`config.mk`:
```
export PLATFORM = sky130hd
export DESIGN_NAME = multi_button_conditioner
export DESIGN_NICKNAME = d
export VERILOG_FILES = /design/src/rtl/multi_button_conditioner_pkg.sv /design/src/rtl/multi_button_conditioner_channel.sv /design/src/rtl/multi_button_conditioner.sv
export SDC_FILE = /design/constraint.sdc
export NUM_CORES = 1
export LEC_CHECK = 0
export CORE_ASPECT_RATIO = 1.1
export CORE_MARGIN = 5
export CORE_UTILIZATION = 63
export CTS_BUF_LIST = sky130_fd_sc_hd__clkbuf_4 sky130_fd_sc_hd__clkbuf_8
export DETAILED_ROUTE_END_ITERATION = 8
export DONT_BUFFER_PORTS = 1
export PLACE_DENSITY_LB_ADDON = 0.1
export SLEW_MARGIN = 25
export SYNTH_ARGS = -nofsm -noshare
export SYNTH_HDL_FRONTEND = slang
export SYNTH_SLANG_ARGS = --single-unit
```
`constraint.sdc`:
```
create_clock -name qzt_clk -period 4.97 [get_ports qzt_clk]
set_clock_uncertainty 0.15 [all_clocks]
set_input_delay 1.491 -clock qzt_clk [delete_from_list [all_inputs] [get_ports qzt_clk]]
set_output_delay 1.491 -clock qzt_clk [all_outputs]
set_load 0.02 [all_outputs]
```
`src/rtl/multi_button_conditioner_pkg.sv`:
```
// Shared definitions for the multi-channel pushbutton conditioner.
// Holds the per-channel FSM state encoding, default lockout constants and
// the counter-width legality check used at elaboration.
package multi_button_conditioner_pkg;

    // 2'd3 is unused; the channel FSM recovers from it to ST_IDLE.
    typedef enum logic [1:0] {
        ST_IDLE     = 2'd0,
        ST_LOCK     = 2'd1,
        ST_WAIT_REL = 2'd2
    } btn_state_t;

    localparam int unsigned DEFAULT_CNT_W       = 30;
    // 0.2 s at 50 MHz
    localparam int unsigned DEFAULT_LOCK_PERIOD = 10_000_000;

    // True when period is at least 1 and period-1 fits in cnt_w bits.
    function automatic bit lock_fits(input int unsigned cnt_w, input int unsigned period);
        logic [63:0] load;
        load = 64'(period) - 64'd1;
        return (period >= 1) && ((load >> cnt_w) == 64'd0);
    endfunction

endpackage

```
`src/rtl/multi_button_conditioner_channel.sv`:
```
// One pushbutton channel: 2-FF synchroniser, one-shot pulse, lockout
// counter, re-arm after release, and a toggle or held-state level output.
// Ports:
//   qzt_clk  system clock, rising edge
//   reset    synchronous active-high reset
//   btn_in   raw asynchronous button, active-high
//   pulse    one-cycle press pulse (registered)
//   level    toggle state (TOGGLE=1) or debounced held state (TOGGLE=0)
//   busy     high during lockout and while waiting for release
module button_channel
    import multi_button_conditioner_pkg::*;
#(
    parameter int unsigned CNT_W       = DEFAULT_CNT_W,
    parameter int unsigned LOCK_PERIOD = DEFAULT_LOCK_PERIOD,
    parameter bit          TOGGLE      = 1'b1
) (
    input  logic qzt_clk,
    input  logic reset,
    input  logic btn_in,
    output logic pulse,
    output logic level,
    output logic busy
);

    // Reject a counter that cannot hold LOCK_PERIOD-1.
    if (!lock_fits(CNT_W, LOCK_PERIOD)) begin : g_bad_cnt_w
        $error("button_channel: CNT_W=%0d cannot hold LOCK_PERIOD-1 (LOCK_PERIOD=%0d)",
               CNT_W, LOCK_PERIOD);
    end

    localparam logic [CNT_W-1:0] LOAD = CNT_W'(LOCK_PERIOD - 1);

    logic             s1;
    logic             s2;
    btn_state_t       state;
    btn_state_t       state_nxt;
    logic [CNT_W-1:0] cnt;
    logic [CNT_W-1:0] cnt_nxt;
    logic             pulse_nxt;
    logic             level_nxt;
    logic             busy_nxt;

    // Synchroniser, state and registered outputs.
    always_ff @(posedge qzt_clk) begin
        if (reset) begin
            s1    <= 1'b0;
            s2    <= 1'b0;
            state <= ST_IDLE;
            cnt   <= '0;
            pulse <= 1'b0;
            level <= 1'b0;
            busy  <= 1'b0;
        end else begin
            s1    <= btn_in;
            s2    <= s1;
            state <= state_nxt;
            cnt   <= cnt_nxt;
            pulse <= pulse_nxt;
            level <= level_nxt;
            busy  <= busy_nxt;
        end
    end

    // Next-state and next-output logic; only the synchronised s2 is observed.
    always_comb begin
        state_nxt = state;
        cnt_nxt   = cnt;
        pulse_nxt = 1'b0;
        level_nxt = level;
        busy_nxt  = busy;

        case (state)
            ST_IDLE: begin
                busy_nxt = 1'b0;
                if (s2) begin
                    pulse_nxt = 1'b1;
                    cnt_nxt   = LOAD;
                    busy_nxt  = 1'b1;
                    level_nxt = TOGGLE ? ~level : 1'b1;
                    state_nxt = ST_LOCK;
                end
            end
            ST_LOCK: begin
                busy_nxt = 1'b1;
                if (cnt != '0) begin
                    cnt_nxt = cnt - CNT_W'(1);
                end else begin
                    state_nxt = ST_WAIT_REL;
                end
            end
            ST_WAIT_REL: begin
                busy_nxt = 1'b1;
                if (!s2) begin
                    busy_nxt  = 1'b0;
                    state_nxt = ST_IDLE;
                    if (!TOGGLE) begin
                        level_nxt = 1'b0;
                    end
                end
            end
            default: begin
                busy_nxt  = 1'b0;
                state_nxt = ST_IDLE;
            end
        endcase
    end

endmodule

```
`src/rtl/multi_button_conditioner.sv`:
```
// N-channel pushbutton conditioner: independent button_channel per input.
// Ports:
//   qzt_clk  system clock, rising edge
//   reset    synchronous active-high reset
//   btn_in   raw asynchronous buttons, active-high, N_CH wide
//   pulse    one-cycle press pulse per channel
//   level    per-channel toggle or held state, selected by TOGGLE_MASK
//   busy     per-channel lockout / wait-for-release indicator
module multi_button_conditioner
    import multi_button_conditioner_pkg::*;
#(
    parameter int unsigned          N_CH        = 3,
    parameter int unsigned          CNT_W       = DEFAULT_CNT_W,
    parameter int unsigned          LOCK_PERIOD = DEFAULT_LOCK_PERIOD,
    parameter logic [N_CH-1:0]      TOGGLE_MASK = {N_CH{1'b1}}
) (
    input  logic            qzt_clk,
    input  logic            reset,
    input  logic [N_CH-1:0] btn_in,
    output logic [N_CH-1:0] pulse,
    output logic [N_CH-1:0] level,
    output logic [N_CH-1:0] busy
);

    for (genvar i = 0; i < N_CH; i++) begin : g_ch
        button_channel #(
            .CNT_W       (CNT_W),
            .LOCK_PERIOD (LOCK_PERIOD),
            .TOGGLE      (TOGGLE_MASK[i])
        ) u_ch (
            .qzt_clk (qzt_clk),
            .reset   (reset),
            .btn_in  (btn_in[i]),
            .pulse   (pulse[i]),
            .level   (level[i]),
            .busy    (busy[i])
        );
    end

endmodule

```
==> out/metrics.cfg, run 1 <==
[clock_tree]
clock_latency_ps=370
tritoncts=built
clock_path_buffers=2
clk_pin_slew_worst_paths_ps=100
postCtsHoldBufs=0
htreeDepth=3
post_cts_buffers=0
ctsRootBufferMaster=clkbuf_8
cts_resized=0
clkSinkCount=111
cts_buffers=9

[floorplan]
core_um2=7870
start_util_pct=64.5
fp-row-count=34
fp.dieW_um=95.6
die_h_um=104
die_area_um2=9950
io_pins=14

[worst_setup_path]
cp_cell_sequence=inv_1 > ha_1 > or4b_4 > or3_4 > or4_1 > or4_1 > a21oi_1
rr_worst_depth=7
rrSetupSlack_ps=2020
cp.required_ps=5110
reg2reg_from=g_ch[1].u_ch.cnt[0]
endpoint_kind=flop
criticalPathCategory=flop to flop
startpoint=g_ch[1].u_ch.cnt[0]
max_stage_delay_ps=610
slowest_stage=or4_1
start_kind=flop
worstPathArrival_ps=3090
crit_fanout=6
cp_common_cell=or4_1
crit_path_end=g_ch[1].u_ch.cnt[14]
reg2reg_to=g_ch[1].u_ch.cnt[14]

[routing]
firstDrtPassIters=5
num_vias=3955
drt_iter0_drc=127
viasPerCell=5.87
route.detailed.wl_per_inst_um=14.4
finalWirelength_um=9700
route.detailed.drc=0
ant_nets=0

[yosys]
synth-async-reset-ratio_pct=0
syn-cell-area_um2=5070
synth-warning-count=0
synth_cell_types=47
synth_flop_cell=dfxtp_1
synth_nets=594
synth.avg_cell_area_um2=8.66
netlist_instances=586
ys_top_cells_by_area=dfxtp_1 44%, xor2_1 8.5%, nor2_1 5.9%, a21oi_1 5.0%, xnor2_1 4.8%
synth_edf_count=0
yosysTopAreaCellShare_pct=43.8
synth_top_cell_by_area=dfxtp_1
ys_seq_area_share_pct=43.8
ys_ff_latch=111

[power]
p_leak_nw=1.81
irDropWorstVdd_v=0.000211
p_per_area_nw_per_um2=378

[timing]
rsz0062_at_grt=no
max_freq_mhz=339
fin_setup_tns_ps=0
fin_crit_ps=2950
fin_crit_sh_pct=59.4
final_max_slew_viol_count=0
relSlewSlack_pct=36.0
tightest_slew_ps=951
finalHoldViolCount=0
finalSetupViolCount=0

[worst_hold_path]
min_path_type=flop to flop

[placement]
portBuffers=0
dp_hpwl_um=6460
placed_cells=658
gp_congestion=0.804

[cells_and_area]
drive_gt1_share_pct=5.65
layout.cells.non_filler=674
antenna_cells=0
fill_cells=664
final_nets=569
synthToLayoutAreaGrowth_pct=3.43
post-route-util_pct=66.7

[run]
drv_cap=0

[global_routing]
grt_overflow=0
grt_pass1_wl_um=16900
grt_pass1_vias=3695
grt_max_degree=67
grtUsageTotal_pct=20.6
antenna_found_initial=0

[outcome]
status=complete, no violations

## worst max-delay path, delay by kind of cell (launching register included)
family	cells	cell delay, ps
buffers and inverters	1	70
AO/OA/AOI/OAI	1	170
adder cells (fa/ha/maj)	1	190
AND/OR/NAND/NOR	4	1950
flip-flops	1	360
## area by class of cell
| cell class | count | area (um^2) | area share (%) |
|---|---|---|---|
| Timing Repair Buffer | 3 | 22.5 | 0.429 |
| Clock buffer | 12 | 153 | 2.91 |
| Sequential cell | 111 | 2220 | 42.4 |
| Clock inverter | 4 | 53.8 | 1.03 |
| Multi-Input combinational cell | 429 | 2630 | 50.2 |
| Tap cell | 108 | 135 | 2.58 |
| Inverter | 7 | 26.3 | 0.501 |
## worst min path at each step
stage	startpoint	end	slack (ps)	cells after the start
after floorplan	g_ch[0].u_ch.s1	g_ch[0].u_ch.s2	260	1
after global placement	g_ch[0].u_ch.s1	g_ch[0].u_ch.s2	270	1
after detailed placement	g_ch[2].u_ch.s1	g_ch[2].u_ch.s2	300	1
after CTS	g_ch[2].u_ch.s1	g_ch[2].u_ch.s2	310	1
after global routing	g_ch[0].u_ch.s1	g_ch[0].u_ch.s2	320	1
final	g_ch[0].u_ch.s1	g_ch[0].u_ch.s2	310	1
## report_power, final
| group | internal, mW | total (mW) | leakage [nW] | switching (mW) |
|---|---|---|---|---|
| combinational | 0.161 | 0.417 | 0.811 | 0.257 |
| sequential | 0.947 | 1.01 | 0.904 | 0.0633 |
| clock | 0.260 | 0.558 | 0.100 | 0.297 |
## placed cells by master (no fill, tap or decap), types with 8 or more instances in the layout
| cell type | instances |
|---|---|
| nand3b_1 | 8 |
| nand2_1 | 22 |
| dfxtp_1 | 111 |
| nor3_1 | 27 |
| nor2_1 | 80 |
| nor2b_1 | 13 |
| nand2b_1 | 11 |
| a21oi_1 | 51 |
| xor2_1 | 49 |
| nor4_1 | 26 |
| nand4_1 | 17 |
| nand3_1 | 29 |
| xnor2_1 | 28 |
| clkbuf_8 | 10 |
## Yosys cell counts, types with 8 or more instances
library cell	instances
nand3_1	29
dfxtp_1	111
clkbuf_1	25
xor2_1	49
nor2b_1	13
nor3_1	27
xnor2_1	28
nor2_1	80
buf_4	9
a21oi_1	51
nand2_1	22
nor4_1	26
nand3b_1	8
nand2b_1	11
nand4_1	17
## registers in the layout, summed over array words and instances (netlist names)
name / flops
g_ch.u_ch.pulse: 3
g_ch.u_ch.busy: 3
g_ch.u_ch.level: 3
g_ch.u_ch.cnt: 90
g_ch.u_ch.state: 6
g_ch.u_ch.s1: 3
g_ch.u_ch.s2: 3
## cell families after synthesis
group                    after synthesis  share of synthesized area (%)
AND/OR/NAND/NOR                      273                           29.2
flip-flops                           111                           43.8
XOR/XNOR                              77                           13.3
AO/OA/AOI/OAI                         75                           8.49
buffers and inverters                 46                           4.27
adder cells (fa/ha/maj)                3                          0.740
multiplexers                           1                          0.197
## metal layers
layer / up-vias / GRT usage [%] / part of all wire (%)
met5: - / 0 / 0
met4: 0 / 7.01 / 1.2
met3: 11 / 3.84 / 3.0
met2: 60 / 33.2 / 49
met1: 1887 / 27.3 / 47
li1: 1997 / - / -
## stage by stage
stage | worst slack [ps] | total power [mW] | hold WS (ps) | cell area [um^2]
after floorplan | 2250 | 1.38 | 264 | 5070
after global placement | 2120 | 1.43 | 273 | 5040
after detailed placement | 2080 | 1.44 | 299 | 5040
after CTS | 2020 | 2.00 | 314 | 5250
after global routing | 1860 | 2.11 | 318 | 5250
final | 2020 | 1.99 | 315 | 5250
No activity file was read; power rests on OpenSTA's default activity.
==> run 2, diff against run 1 <==
--- a/config.mk
+++ b/config.mk
@@ -7,7 +7,7 @@
 export LEC_CHECK = 0
 export CORE_ASPECT_RATIO = 1.1
 export CORE_MARGIN = 5
-export CORE_UTILIZATION = 63
+export CORE_UTILIZATION = 59
 export CTS_BUF_LIST = sky130_fd_sc_hd__clkbuf_4 sky130_fd_sc_hd__clkbuf_8
 export DETAILED_ROUTE_END_ITERATION = 8
 export DONT_BUFFER_PORTS = 1
==> constraint.sdc (replaced) <==
create_clock -name qzt_clk -period 2.7 [get_ports qzt_clk]
set_clock_uncertainty 0.15 [all_clocks]
set_input_delay 0.81 -clock qzt_clk [delete_from_list [all_inputs] [get_ports qzt_clk]]
set_output_delay 0.81 -clock qzt_clk [all_outputs]
set_load 0.02 [all_outputs]
==> run 2 against run 1 <==
Effect of this change: global-route usage down 0.84 points; highest routed layer unchanged; utilization down 1.2 points; routed wire length up 3.5%; via count up 2.5%; critical path type unchanged; register-to-register slack worse by 2000 ps; worst hold slack worse by 12 ps; fmax up 11%; sequential power up 84%; largest cell class unchanged.
==> out/metrics.cfg, run 2 (synthesis results as in run 1) <==
[run]
drv_cap=0  ; unchanged

[global_routing]
grt_pass1_vias=3933  ; +6.4%
antenna_found_initial=0  ; unchanged
grtUsageTotal_pct=19.7  ; -0.84 points
grt_max_degree=67  ; unchanged
grt_overflow=0  ; unchanged
grt_pass1_wl_um=17400  ; +3.2%

[cells_and_area]
layout_commonest_cell=dfxtp_1
fill_cells=708  ; +6.6%
layout_common_cells=109 x dfxtp_1, 80 x nor2_1, 51 x a21oi_1
final_nets=601  ; +5.6%
antenna_cells=0  ; unchanged
layout.cells.non_filler=709  ; +5.2%
post-route-util_pct=65.5  ; -1.2 points
largest_reg_flops=90  ; unchanged
top_regs=g_ch.u_ch.cnt (90), g_ch.u_ch.state (6)
largest_register=g_ch.u_ch.cnt
synthToLayoutAreaGrowth_pct=8.56
fin_area_um2=5510  ; +5.0%
drive_gt1_share_pct=11.7  ; +6.1 points

[routing]
route.detailed.drc=0  ; unchanged
ant_nets=0  ; unchanged
viasPerCell=5.72  ; -2.6%
finalWirelength_um=10000  ; +3.5%
route.detailed.wl_per_inst_um=14.2  ; -1.6%
firstDrtPassIters=4  ; -1
num_vias=4052  ; +2.5%
drt_iter0_drc=181  ; +43%

[placement]
portBuffers=0  ; unchanged
gp_congestion=0.888  ; +10%
placed_cells=692  ; +5.2%
post_dp_cell_area_um2=5290  ; +5.0%
dp_hpwl_um=6840  ; +5.9%
dp_slack_ps=15.3  ; -2060 ps

[floorplan]
fp.dieW_um=98.4  ; +3.0%
die_area_um2=10600  ; +6.1%
fp-row-count=35  ; +2.9%
die_h_um=107  ; +3.0%
io_pins=14  ; unchanged
core_um2=8410  ; +6.8%
start_util_pct=60.3  ; -4.1 points

[clock_tree]
clock_latency_ps=370  ; about the same
cts_buffers=9  ; unchanged
postCtsHoldBufs=0  ; unchanged
clk_pin_slew_worst_paths_ps=100  ; about the same
tritoncts=built
clkSinkCount=111  ; unchanged
clock_path_buffers=2  ; unchanged
htreeDepth=3  ; unchanged
ctsRootBufferMaster=clkbuf_8

[outcome]
status=complete, no violations

[timing]
max_freq_mhz=377  ; +11%
rsz0062_at_grt=yes
finalHoldViolCount=0  ; unchanged
relSlewSlack_pct=57.7  ; +22 points
fin_crit_ps=2650  ; -301 ps
tightest_slew_ps=635  ; -316 ps
final_max_slew_viol_count=0  ; unchanged
fin_crit_sh_pct=98.2  ; +39 points
fin_setup_tns_ps=0  ; unchanged
finalSetupViolCount=0  ; unchanged
worst_slack_ps=49.3  ; -1970 ps

[worst_hold_path]
min_path_type=flop to flop

[worst_setup_path]
endpoint_kind=flop
crit_fanout=11  ; +5
start_kind=flop
criticalPathCategory=flop to flop
cp.required_ps=2790  ; -2320 ps
worstPathArrival_ps=2750  ; -340 ps

[power]
p_per_area_nw_per_um2=678  ; +79%
irDropWorstVdd_v=0.000319  ; +51%
p_leak_nw=1.98  ; +9.0%

-- run 2: what timing repair did --
item,CTS,global route
setup endpoints to repair,3,15
setup buffers,0,1
resized for setup,3,4
pin swaps,0,1
-- run 2: worst max-delay path, cell delays in order, from the launching register on --
cell	delay (ps)
dfxtp_2	340
or4_4	540
or4b_4	530
or4_4	440
buf_6	160
nand3_1	100
xor2_1	190
a21oi_1	100
-- run 2: layout make-up --
| type | count | area (um^2) | share of cell area (%) |
|---|---|---|---|
| multi-input combinational | 429 | 2650 | 48.1 |
| tap | 111 | 139 | 2.52 |
| clock buffer | 12 | 159 | 2.89 |
| timing repair buffer | 35 | 279 | 5.07 |
| sequential | 111 | 2220 | 40.4 |
| inverter | 7 | 26.3 | 0.477 |
| clock inverter | 4 | 27.5 | 0.500 |
-- run 2: layer usage --
metal	vias to the layer above	share of wire (%)	global-route usage, %
met3	18	2.6	2.80
met5	-	0	0
met1	1917	47	24.6
met4	0	2.2	8.78
li1	2059	-	-
met2	58	48	33.9
-- run 2: path summary, 6_finish.rpt --
path / from / endpoint / slack [ps] / cells past startpoint
setup / recovery: g_ch[0].u_ch.cnt[11] / g_ch[0].u_ch.cnt[5] / 50 / 7
hold / removal: g_ch[1].u_ch.s1 / g_ch[1].u_ch.s2 / 300 / 1
setup reg to reg: g_ch[0].u_ch.cnt[11] / g_ch[0].u_ch.cnt[5] / 50 / 7
hold reg to reg: g_ch[1].u_ch.s1 / g_ch[1].u_ch.s2 / 300 / 1
-- run 2: per-stage QoR --
| step | power [mW] | hold slack, ps |
|---|---|---|
| after floorplan | 2.53 | 264 |
| after global placement | 2.78 | 269 |
| after detailed placement | 2.80 | 278 |
| after CTS | 3.75 | 303 |
| after global routing | 3.95 | 314 |
| final | 3.73 | 303 |
-- run 2: report_power, final --
group | leakage, nW | switching (mW) | internal, mW
clock network | 0.100 | 0.542 | 0.399
registers | 0.905 | 0.111 | 1.74
logic | 0.973 | 0.519 | 0.416
total | 1.98 | 1.17 | 2.56
==> run 3, diff against run 2 <==
==> constraint.sdc (replaced) <==
create_clock -name qzt_clk -period 2.7 [get_ports qzt_clk]
set_clock_uncertainty 0.15 [all_clocks]
set_input_delay 0.27 -clock qzt_clk [delete_from_list [all_inputs] [get_ports qzt_clk]]
set_output_delay 0.27 -clock qzt_clk [all_outputs]
set_load 0.02 [all_outputs]
==> run 3 against run 2 <==
Effect of this change: flip-flop and latch count unchanged; clock power about the same; register-to-register slack about the same; worst setup slack worse by 2.5 ps; design area up 1.0%; first-iteration DRC count down 19%; sequential power about the same; combinational power up 2.2%; worst hold slack worse by 210 ps; sequential share of layout area down 0.42 points; routed wire length up 0.95%; die area unchanged; critical path type unchanged.
==> out/metrics.cfg, run 3 (synthesis results as in run 1) <==
[floorplan]
fp.dieW_um=98.4  ; unchanged
core_um2=8410  ; unchanged
fp-row-count=35  ; unchanged
die_area_um2=10600  ; unchanged
io_pins=14  ; unchanged
start_util_pct=60.3  ; unchanged
die_h_um=107  ; unchanged

[worst_setup_path]
crit_fanout=11  ; unchanged
cp_cell_sequence=or4_4 > or4b_4 > or4_4 > buf_6 > nand3_1 > xor2_1 > a21oi_1
cp_top_family=simple AND/OR/NAND/NOR gates
criticalPathCategory=flop to flop
cp_common_cell=or4_4
start_kind=flop
path_buf_inv=1  ; unchanged
worstPathArrival_ps=2750  ; about the same
cp.required_ps=2800  ; about the same
endpoint_kind=flop
slowest_stage=or4_4
max_stage_delay_ps=540  ; about the same

[cells_and_area]
layout_common_cells=109 x dfxtp_1, 80 x nor2_1, 51 x a21oi_1
synthToLayoutAreaGrowth_pct=9.69
layout_commonest_cell=dfxtp_1
multi_input_area_um2=2650  ; unchanged
fin_area_um2=5560  ; +1.0%
seq_area_um2=2220  ; unchanged
final_nets=605  ; +0.67%
layout.cells.non_filler=713  ; +0.56%
drive_gt1_share_pct=11.8  ; +0.088 points
top_regs=g_ch.u_ch.cnt (90), g_ch.u_ch.state (6)
largest_reg_flops=90  ; unchanged
fill_cells=701  ; -0.99%
antenna_cells=0  ; unchanged
largest_register=g_ch.u_ch.cnt

[global_routing]
grt_pass1_vias=3950  ; +0.43%
grt_overflow=0  ; unchanged
grt_pass1_wl_um=17600  ; +0.91%
grtUsageTotal_pct=20.0  ; +0.22 points
antenna_found_initial=0  ; unchanged
grt_max_degree=64  ; -4.5%

[power]
p_clk_share_pct=25.2  ; about the same
p_sw_share_pct=31.7  ; +0.26 points
p_leak_nw=2.00  ; +1.3%
irDropWorstVdd_v=0.000319  ; +0.20%
switchingPower_mw=1.19  ; +1.5%
p_per_area_nw_per_um2=675  ; -0.39%
p_int_mw=2.57  ; +0.27%
pwr-share-comb_pct=25.4  ; +0.3 points
pwr-share-seq_pct=49.4  ; -0.3 points

[routing]
viasPerCell=5.68  ; -0.56%
route.detailed.drc=0  ; unchanged
ant_nets=0  ; unchanged
drt_iter0_drc=146  ; -19%
finalWirelength_um=10100  ; +0.95%
route.detailed.wl_per_inst_um=14.2  ; +0.38%
firstDrtPassIters=4  ; unchanged
num_vias=4052  ; unchanged

[timing]
fin_setup_tns_ps=0  ; unchanged
finalHoldViolCount=0  ; unchanged
tightest_slew_ps=629  ; -5.32 ps
fin_crit_ps=2650  ; +2.52 ps
max_freq_mhz=377  ; about the same
relSlewSlack_pct=58.0  ; +0.35 points
final_max_slew_viol_count=0  ; unchanged
finalSetupViolCount=0  ; unchanged
rsz0062_at_grt=yes
hold_ws_ps=92.7  ; -210 ps
fin_crit_sh_pct=98.3  ; about the same

[outcome]
status=complete, no violations

[run]
drv_cap=0  ; unchanged

[clock_tree]
clkSinkCount=111  ; unchanged
clk_pin_slew_worst_paths_ps=100  ; about the same
clock_path_buffers=2  ; unchanged
htreeDepth=3  ; unchanged
clock_latency_ps=370  ; about the same
cts_buffers=9  ; unchanged
tritoncts=built
ctsRootBufferMaster=clkbuf_8

[worst_hold_path]
min_path_type=primary input to flop

[placement]
post_dp_cell_area_um2=5290  ; unchanged
placed_cells=692  ; unchanged
portBuffers=0  ; unchanged
gp_congestion=0.888  ; unchanged
dp_hpwl_um=6840  ; unchanged

==> run 3: stage by stage <==
step	setup WS (ps)	utilization (%)	power, mW
final	46.8	66.2	3.76
after global routing	-20.0	66.2	3.97
after CTS	12.1	65.9	3.77
after detailed placement	15.3	62.9	2.80
after global placement	49.9	62.9	2.78
after floorplan	7.64	-	2.53
==> run 3: cell type report <==
| class | instances | share of cell area [%] |
|---|---|---|
| clock buffers | 12 | 2.86 |
| clock inverters | 4 | 0.495 |
| inverters | 7 | 0.472 |
| multi-input cells | 429 | 47.7 |
| flip-flops and latches | 111 | 40.0 |
| well taps | 111 | 2.50 |
| repair buffers | 39 | 6.05 |
==> run 3: final timing paths <==
check | start | end | slack (ps) | depth (start not counted)
worst max-delay path | g_ch[0].u_ch.cnt[11] | g_ch[0].u_ch.cnt[5] | 50 | 7
worst min-delay path | reset | g_ch[2].u_ch.cnt[15] | 90 | 2
worst max register to register | g_ch[0].u_ch.cnt[11] | g_ch[0].u_ch.cnt[5] | 50 | 7
worst min register to register | g_ch[1].u_ch.s1 | g_ch[1].u_ch.s2 | 300 | 1
==> run 3: layer usage <==
metal,global-route usage (%),wire length (um),part of all wire (%),up-vias
li1,-,-,-,2069
met1,25.2,4740,47,1907
met2,34.0,4890,48,60
met3,2.73,310,3.1,16
met4,8.78,199,2.0,0
met5,0,0,0,-
==> run 3: timing repair <==
item                       in CTS  in global routing
setup endpoints to repair       3                 15
setup buffers                   0                  1
resized for setup               3                  4
hold buffers                    4                  0
hold endpoints to repair       63                  0
pin swaps                       0                  1
==> run 3: power by group through the flow <==
| stage | combinational [mW] | clock [mW] | sequential, mW |
|---|---|---|---|
| 6_report | 0.956 | 0.945 | 1.86 |
| 5_1_grt | 1.06 | 1.04 | 1.87 |
| 4_1_cts | 0.942 | 0.971 | 1.85 |
| 3_5_place_dp | 0.909 | 0 | 1.89 |
| 3_3_place_gp | 0.892 | 0 | 1.89 |
| 2_1_floorplan | 0.670 | 0 | 1.86 |
